## src/rtl/ex_muldiv_if.sv

```systemverilog
// Request/response bundle between the EX stage and the multiply/divide unit.
// master: the pipeline side (drives request, flush); slave: ex_muldiv.
// Signals: req_valid/req_ready handshake, op/a/b operands, flush, busy/done status, hi/lo results.
`timescale 1ns/1ps
interface ex_muldiv_if #(
  parameter int WIDTH = 32
);
  logic             req_valid;
  logic             req_ready;
  logic [2:0]       op;
  logic [WIDTH-1:0] a;
  logic [WIDTH-1:0] b;
  logic             flush;
  logic             busy;
  logic             done;
  logic [WIDTH-1:0] hi;
  logic [WIDTH-1:0] lo;

  modport master (
    output req_valid, op, a, b, flush,
    input  req_ready, busy, done, hi, lo
  );

  modport slave (
    input  req_valid, op, a, b, flush,
    output req_ready, busy, done, hi, lo
  );
endinterface

```

## src/rtl/ex_muldiv.sv

```systemverilog
// Multiply/divide execute unit owning HI/LO: MULT/MULTU, DIV/DIVU, MTHI/MTLO.
// Latency: MUL_LATENCY cycles for multiply, WIDTH+1 for divide, done the cycle after accept for MTHI/MTLO.
// Backpressure: req_ready is low while an op is in flight or flush is asserted; flush squashes without update.
// Ports: clock_i, reset_i (sync, active-high), bus (ex_muldiv_if.slave: req_valid/req_ready, op, a, b,
//        flush in; busy, done pulse, hi, lo out).
`timescale 1ns/1ps
module ex_muldiv #(
  parameter int WIDTH       = 32,
  parameter int MUL_LATENCY = 2
) (
  input  logic       clock_i,
  input  logic       reset_i,
  ex_muldiv_if.slave bus
);

  localparam int CW = $clog2(WIDTH + 1);

  localparam logic [2:0] OP_MULT  = 3'd0;
  localparam logic [2:0] OP_MULTU = 3'd1;
  localparam logic [2:0] OP_DIV   = 3'd2;
  localparam logic [2:0] OP_DIVU  = 3'd3;
  localparam logic [2:0] OP_MTHI  = 3'd4;
  localparam logic [2:0] OP_MTLO  = 3'd5;

  typedef enum logic [1:0] {S_IDLE, S_MUL, S_DIV, S_FIX} state_e;

  state_e state_q, state_d;

  logic             ready;
  logic             accept;

  logic [CW-1:0]      cnt_q, cnt_d;
  logic [2*WIDTH-1:0] prod_q, prod_d;
  logic [WIDTH-1:0]   quo_q, quo_d;     // dividend magnitude shifting out, quotient shifting in
  logic [WIDTH-1:0]   rem_q, rem_d;     // partial remainder magnitude
  logic [WIDTH-1:0]   dvs_q, dvs_d;     // divisor magnitude
  logic [WIDTH-1:0]   dvd_q, dvd_d;     // original dividend, returned as HI on divide-by-zero
  logic               negq_q, negq_d;   // quotient must be negated in FIX
  logic               negr_q, negr_d;   // remainder must be negated in FIX
  logic               dz_q, dz_d;       // divisor was zero
  logic [WIDTH-1:0]   hi_q, hi_d;
  logic [WIDTH-1:0]   lo_q, lo_d;
  logic               done_q, done_d;

  // Operand conditioning and per-cycle arithmetic
  logic               a_neg, b_neg;
  logic [WIDTH-1:0]   a_mag, b_mag;
  logic               mul_signed;
  logic [2*WIDTH-1:0] mul_a, mul_b, mul_p;
  logic [WIDTH:0]     rem_shift, rem_diff;
  logic [WIDTH-1:0]   quo_fix, rem_fix;

  assign ready  = (state_q == S_IDLE) && !bus.flush;
  assign accept = bus.req_valid && ready;

  always_comb begin
    a_neg      = (bus.op == OP_DIV) && bus.a[WIDTH-1];
    b_neg      = (bus.op == OP_DIV) && bus.b[WIDTH-1];
    a_mag      = a_neg ? -bus.a : bus.a;
    b_mag      = b_neg ? -bus.b : bus.b;
    mul_signed = (bus.op == OP_MULT);
    // A 2W x 2W multiply truncated to 2W bits yields the exact signed or
    // unsigned product once the operands are extended accordingly.
    mul_a      = {{WIDTH{mul_signed & bus.a[WIDTH-1]}}, bus.a};
    mul_b      = {{WIDTH{mul_signed & bus.b[WIDTH-1]}}, bus.b};
    mul_p      = mul_a * mul_b;
    // Restoring step: one extra bit because the shifted remainder can reach 2*divisor-1.
    rem_shift  = {rem_q, quo_q[WIDTH-1]};
    rem_diff   = rem_shift - {1'b0, dvs_q};
    quo_fix    = negq_q ? -quo_q : quo_q;
    rem_fix    = negr_q ? -rem_q : rem_q;
  end

  // State register
  always_ff @(posedge clock_i) begin
    if (reset_i) begin
      state_q <= S_IDLE;
    end else begin
      state_q <= state_d;
    end
  end

  // Next-state logic
  always_comb begin
    state_d = state_q;
    case (state_q)
      S_IDLE: begin
        if (accept) begin
          if (bus.op == OP_MULT || bus.op == OP_MULTU) begin
            state_d = S_MUL;
          end else if (bus.op == OP_DIV || bus.op == OP_DIVU) begin
            state_d = S_DIV;
          end
        end
      end
      S_MUL: begin
        if (bus.flush || cnt_q == '0) begin
          state_d = S_IDLE;
        end
      end
      S_DIV: begin
        if (bus.flush) begin
          state_d = S_IDLE;
        end else if (cnt_q == CW'(1)) begin
          state_d = S_FIX;
        end
      end
      S_FIX:   state_d = S_IDLE;
      default: state_d = S_IDLE;
    endcase
  end

  // Outputs
  always_comb begin
    bus.req_ready = ready;
    bus.busy      = (state_q != S_IDLE);
    bus.done      = done_q;
    bus.hi        = hi_q;
    bus.lo        = lo_q;
  end

  // Datapath next-state
  always_comb begin
    cnt_d  = cnt_q;
    prod_d = prod_q;
    quo_d  = quo_q;
    rem_d  = rem_q;
    dvs_d  = dvs_q;
    dvd_d  = dvd_q;
    negq_d = negq_q;
    negr_d = negr_q;
    dz_d   = dz_q;
    hi_d   = hi_q;
    lo_d   = lo_q;
    done_d = 1'b0;
    case (state_q)
      S_IDLE: begin
        if (accept) begin
          case (bus.op)
            OP_MULT, OP_MULTU: begin
              // Product is registered at accept; the counter models the
              // remaining MUL_LATENCY-1 stages.
              prod_d = mul_p;
              cnt_d  = CW'(MUL_LATENCY - 1);
            end
            OP_DIV, OP_DIVU: begin
              quo_d  = a_mag;
              rem_d  = '0;
              dvs_d  = b_mag;
              dvd_d  = bus.a;
              negq_d = a_neg ^ b_neg;
              negr_d = a_neg;
              dz_d   = (bus.b == '0);
              cnt_d  = CW'(WIDTH);
            end
            OP_MTHI: begin
              hi_d   = bus.a;
              done_d = 1'b1;
            end
            OP_MTLO: begin
              lo_d   = bus.a;
              done_d = 1'b1;
            end
            default: ;  // reserved: swallowed with no effect
          endcase
        end
      end
      S_MUL: begin
        if (!bus.flush) begin
          if (cnt_q == '0) begin
            {hi_d, lo_d} = prod_q;
            done_d       = 1'b1;
          end else begin
            cnt_d = cnt_q - CW'(1);
          end
        end
      end
      S_DIV: begin
        if (!bus.flush) begin
          quo_d = {quo_q[WIDTH-2:0], ~rem_diff[WIDTH]};
          rem_d = rem_diff[WIDTH] ? rem_shift[WIDTH-1:0] : rem_diff[WIDTH-1:0];
          cnt_d = cnt_q - CW'(1);
        end
      end
      S_FIX: begin
        if (!bus.flush) begin
          if (dz_q) begin
            // Divide-by-zero: the iteration already gives an all-ones
            // quotient, but sign fixup would disturb it, so override.
            lo_d = '1;
            hi_d = dvd_q;
          end else begin
            lo_d = quo_fix;
            hi_d = rem_fix;
          end
          done_d = 1'b1;
        end
      end
      default: ;
    endcase
  end

  // Datapath registers
  always_ff @(posedge clock_i) begin
    if (reset_i) begin
      cnt_q  <= '0;
      prod_q <= '0;
      quo_q  <= '0;
      rem_q  <= '0;
      dvs_q  <= '0;
      dvd_q  <= '0;
      negq_q <= 1'b0;
      negr_q <= 1'b0;
      dz_q   <= 1'b0;
      hi_q   <= '0;
      lo_q   <= '0;
      done_q <= 1'b0;
    end else begin
      cnt_q  <= cnt_d;
      prod_q <= prod_d;
      quo_q  <= quo_d;
      rem_q  <= rem_d;
      dvs_q  <= dvs_d;
      dvd_q  <= dvd_d;
      negq_q <= negq_d;
      negr_q <= negr_d;
      dz_q   <= dz_d;
      hi_q   <= hi_d;
      lo_q   <= lo_d;
      done_q <= done_d;
    end
  end

endmodule

```

## src/flat_wrapper.sv

```systemverilog
// flat-port wrapper written by rule: the top's interface ports become plain ports
module ex_muldiv_flat 
#(
  parameter int WIDTH       = 32,
  parameter int MUL_LATENCY = 2
)
  (clock_i, reset_i, bus_req_valid, bus_op, bus_a, bus_b, bus_flush, bus_req_ready, bus_busy, bus_done, bus_hi, bus_lo);
  ex_muldiv_if #(.WIDTH(WIDTH)) bus_i ();
  input  logic clock_i;
  input  logic reset_i;
  input wire logic [$bits(bus_i.req_valid)-1:0] bus_req_valid;
  input wire logic [$bits(bus_i.op)-1:0] bus_op;
  input wire logic [$bits(bus_i.a)-1:0] bus_a;
  input wire logic [$bits(bus_i.b)-1:0] bus_b;
  input wire logic [$bits(bus_i.flush)-1:0] bus_flush;
  output wire logic [$bits(bus_i.req_ready)-1:0] bus_req_ready;
  output wire logic [$bits(bus_i.busy)-1:0] bus_busy;
  output wire logic [$bits(bus_i.done)-1:0] bus_done;
  output wire logic [$bits(bus_i.hi)-1:0] bus_hi;
  output wire logic [$bits(bus_i.lo)-1:0] bus_lo;
  assign bus_i.req_valid = bus_req_valid;
  assign bus_i.op = bus_op;
  assign bus_i.a = bus_a;
  assign bus_i.b = bus_b;
  assign bus_i.flush = bus_flush;
  assign bus_req_ready = bus_i.req_ready;
  assign bus_busy = bus_i.busy;
  assign bus_done = bus_i.done;
  assign bus_hi = bus_i.hi;
  assign bus_lo = bus_i.lo;
  ex_muldiv #(.WIDTH(WIDTH), .MUL_LATENCY(MUL_LATENCY)) u_core (.clock_i(clock_i), .reset_i(reset_i), .bus(bus_i));
endmodule
```

## config.mk

```make
export PLATFORM = sky130hd
export DESIGN_NAME = ex_muldiv_flat
export DESIGN_NICKNAME = d
export VERILOG_FILES = /design/src/rtl/ex_muldiv_if.sv /design/src/rtl/ex_muldiv.sv /design/src/flat_wrapper.sv
export SDC_FILE = /design/constraint.sdc
export NUM_CORES = 2
export LEC_CHECK = 0
export CAP_MARGIN = 10
export CORE_MARGIN = 1
export CORE_UTILIZATION = 65
export CTS_BUF_LIST = sky130_fd_sc_hd__clkbuf_16
export DETAILED_ROUTE_END_ITERATION = 12
export DONT_BUFFER_PORTS = 1
export HOLD_SLACK_MARGIN = 0.03
export PLACE_DENSITY_LB_ADDON = 0.3
export SLEW_MARGIN = 10
export SYNTH_ARGS = -nofsm -noshare
export SYNTH_HDL_FRONTEND = slang
export SYNTH_SLANG_ARGS = --single-unit
```

## constraint.sdc

```tcl
create_clock -name clock_i -period 14.8 [get_ports clock_i]
set_clock_uncertainty 0.2 [all_clocks]
set_input_delay 3.7 -clock clock_i [delete_from_list [all_inputs] [get_ports clock_i]]
set_output_delay 3.7 -clock clock_i [all_outputs]
set_load 0.01 [all_outputs]
```

==> impl_results.md <==
- Outcome: complete, no violations
- Largest net degree at the start of global routing: 245
- Clock buffer depth: 3
- Global route total overflow: 0
- Reg2reg setup slack: 10.28 ns
- H-tree Lvls: 1
- R2R depth: 15
- Achievable Freq: 0.0794 GHz
- Remaining DRCs: 0
- Initial antenna violation count: 2
- Row Count: 104
- Layout filler cell count: 6,587
- CTS tree: built
- Area growth, synth to finish: 1.31%
- Cell variety after synth: 81
- CTS root buf: clkbuf_16
- Mapped Area: 53,600 um2
- NumNets Final: 7,397
- Met3 Use GR: 0.140
- Final setup TNS: 0 ns
- Capturing point of the worst reg2reg path: u_core.quo_q[0]
- Routed Antenna Nets: 0
- WS Path Type: in2reg
- Unrepaired setup endpoints after global routing: no
- Hold Crit Endpoint: u_core.dvs_q[22]
- Synth Warn #: 0
- Hold depth: 2
- GR Layer Usage met1: 0.530
- Post-CTS setup buffers: 0
- Num CTS Buffers: 25
- Number of DRC markers in iteration 0: 4,486
- Vias: 43.2k
- Final setup vio count: 0
- Final RePlAce weighted congestion: 1.02
- Drt wl/cell: 23.1 um
- Max Slew Vio Count: 0
- Final WL: 162 mm
- Worst-path clk slew: 0.06 ns
- GRT Total Usage: 0.397
- Synth Register Bits: 268
- Cells after Synth: 6,330
- Share of cells above drive strength 1: 0.0164
- CTS resizes: 0
- Crit. End Element: register
- CP Launch Type: input pin
- Met2 Track Usage GR: 0.591
- Final hold viol count: 0
- Vias in the first global route: 44.2k
- First-pass GRT wire length: 253 mm
- Die area: 83,600 um2
- Sequential element share of the synthesized area: 0.100
- WP data required: 15.05 ns
- Worst-Skew Late Latency: 0.57 ns
- Tcrit/Tclk final: 0.851
- Via density: 6.15
- Detailed Place HPWL: 113 mm
- Reg2reg start: u_core.quo_q[31]
- Ports: 138
- Ys flop type: dfxtp_1
- Worst rel slew slack: 0.236
- Max-cap violations: 0
- EDFF count, synth: 0
- Finished layout cell area: 54,300 um2
- Placed cell area: 53,500 um2
- Synth Net Count: 7,782
- Initial core utilization: 0.661
- Share of synthesized registers carrying an async set or reset: 0
- HP Class: reg2reg
- Die Y: 289 um
- Syn Area/Cell: 8.47 um2
- I/O Buffers: 0
- Cts hold-fix bufs: 0
- Hold path startpoint: u_core.dvs_q[22]
- Worst Path Arrival: 12.85 ns
- Drt first pass iters: 8
- Core Box Area: 81,100 um2
- Slew of the pin with the lowest slew margin: 1.14 ns
- Worst Path Max Fanout: 14
- Die Width: 289 um
- Layer with the highest usage: met2
- TritonCTS Sinks: 268
- Crit path time final: 12.60 ns
==> routing by layer <==
metal	wire, um	vias up
met4	8130	0
met1	60900	21300
li1	-	18500
met5	0	-
met3	23900	520
met2	69500	2816
==> flip-flops by register name (all words and copies together), names as in the netlist, 2 cells and up <==
name	flops
u_core.bus.lo	32
u_core.dvd_q	32
u_core.prod_q	64
u_core.bus.hi	32
u_core.dvs_q	32
u_core.quo_q	32
u_core.rem_q	32
u_core.state_q	2
u_core.cnt_q	6
==> cell type report <==
type | count | area (um2) | share of cell area
well taps | 1060 | 1330 | 0.0244
multi-input cells | 4436 | 42200 | 0.777
clock inverters | 18 | 158 | 0.00290
repair buffers | 19 | 143 | 0.00263
clock buffers | 25 | 626 | 0.0115
inverters | 1195 | 4490 | 0.0826
diodes | 2 | 5.00 | 0.0000921
flip-flops and latches | 268 | 5370 | 0.0988
==> critical path: stages <==
cell	delay, ns
nor3_2	0.50
and2_1	0.60
nand2_1	0.19
inv_1	0.16
fa_1	0.48
fa_1	0.55
fa_1	0.60
inv_1	0.29
fa_1	1.17
inv_1	0.20
fa_1	0.52
fa_1	0.55
inv_1	0.05
fa_1	0.48
inv_1	0.05
fa_1	0.43
ha_1	0.45
nand3_1	0.16
nor3_1	0.38
nand4_1	0.16
a21oi_1	0.15
nor4b_1	0.11
o31ai_1	0.41
nand4_1	0.19
o31ai_1	0.26
a21oi_1	0.06
==> cell usage in the layout (no fill, tap or decap), drive strengths merged, types with 18 or more instances in the layout <==
master and count:
inv 1200, nand2 1163, fa 1126, and2 318, dfxtp 268, ha 255, nor2 248, a21oi 241
o21ai 203, xnor2 124, xor2 88, a311oi 65, a22oi 62, a21o 52, a211oi 44, nand3 40
o31ai 39, nor3 36, and3 31, mux2i 28, clkbuf 25, o211ai 21, a31oi 19, buf 19
nand4 18, or3 18
==> synth_stat cells, drive strengths merged, types with 5 or more instances <==
library cell	n	area, um2
a2111oi	5	50.0
a211oi	44	330
a21boi	11	82.6
a21o	52	390
a21oi	241	1210
a221oi	7	67.6
a22oi	62	465
a311oi	65	576
a31o	5	43.8
a31oi	19	119
and2	318	1990
and3	31	194
buf	84	329
clkbuf	347	1300
dfxtp	268	5370
fa	1126	22500
ha	255	3190
inv	1194	4480
mux2i	28	280
nand2	1163	4370
nand2b	10	62.6
nand3	40	205
nand3b	13	97.6
nand4	18	113
nor2	248	931
nor2b	13	81.3
nor3	36	196
nor3b	6	45.0
nor4	14	87.6
o211ai	21	158
o21a	10	75.1
o21ai	203	1020
o21bai	14	105
o31ai	39	307
o41ai	16	148
or2	9	56.3
or3	18	128
or4	17	139
xnor2	124	1090
xor2	88	771
==> stage by stage <==
stage	std cells	worst slack [ns]	hold WS, ns	utilization
floorplan	6330	2.52	0.225	-
global placement	6978	1.80	0.238	0.660
detailed placement	6978	1.70	0.244	0.660
CTS	7021	2.28	0.252	0.670
global route	7021	1.52	0.272	0.670
finish	7023	2.20	0.252	0.670
==> worst max path at each step <==
stage | from | end | slack (ns) | cells past startpoint
2_1_floorplan | bus_op[2] | u_core.prod_q[63] | 2.52 | 30
3_3_place_gp | bus_op[2] | u_core.prod_q[63] | 1.80 | 26
3_5_place_dp | bus_op[2] | u_core.prod_q[63] | 1.70 | 26
4_1_cts | bus_op[2] | u_core.prod_q[63] | 2.28 | 26
5_1_grt | bus_op[2] | u_core.prod_q[63] | 1.52 | 26
6_report | bus_op[2] | u_core.prod_q[63] | 2.20 | 26
==> logic make-up after synthesis <==
| family | share of synthesized area |
|---|---|
| compound gates | 0.102 |
| xor+xnor | 0.0346 |
| fa+ha+maj | 0.480 |
| buf+inv | 0.114 |
| flops | 0.100 |
| mux | 0.00544 |
| simple gates | 0.164 |
Power is left out: the tool's default activity adds up to more than one toggle a clock period on the data nets, which glitch-free logic cannot reach.
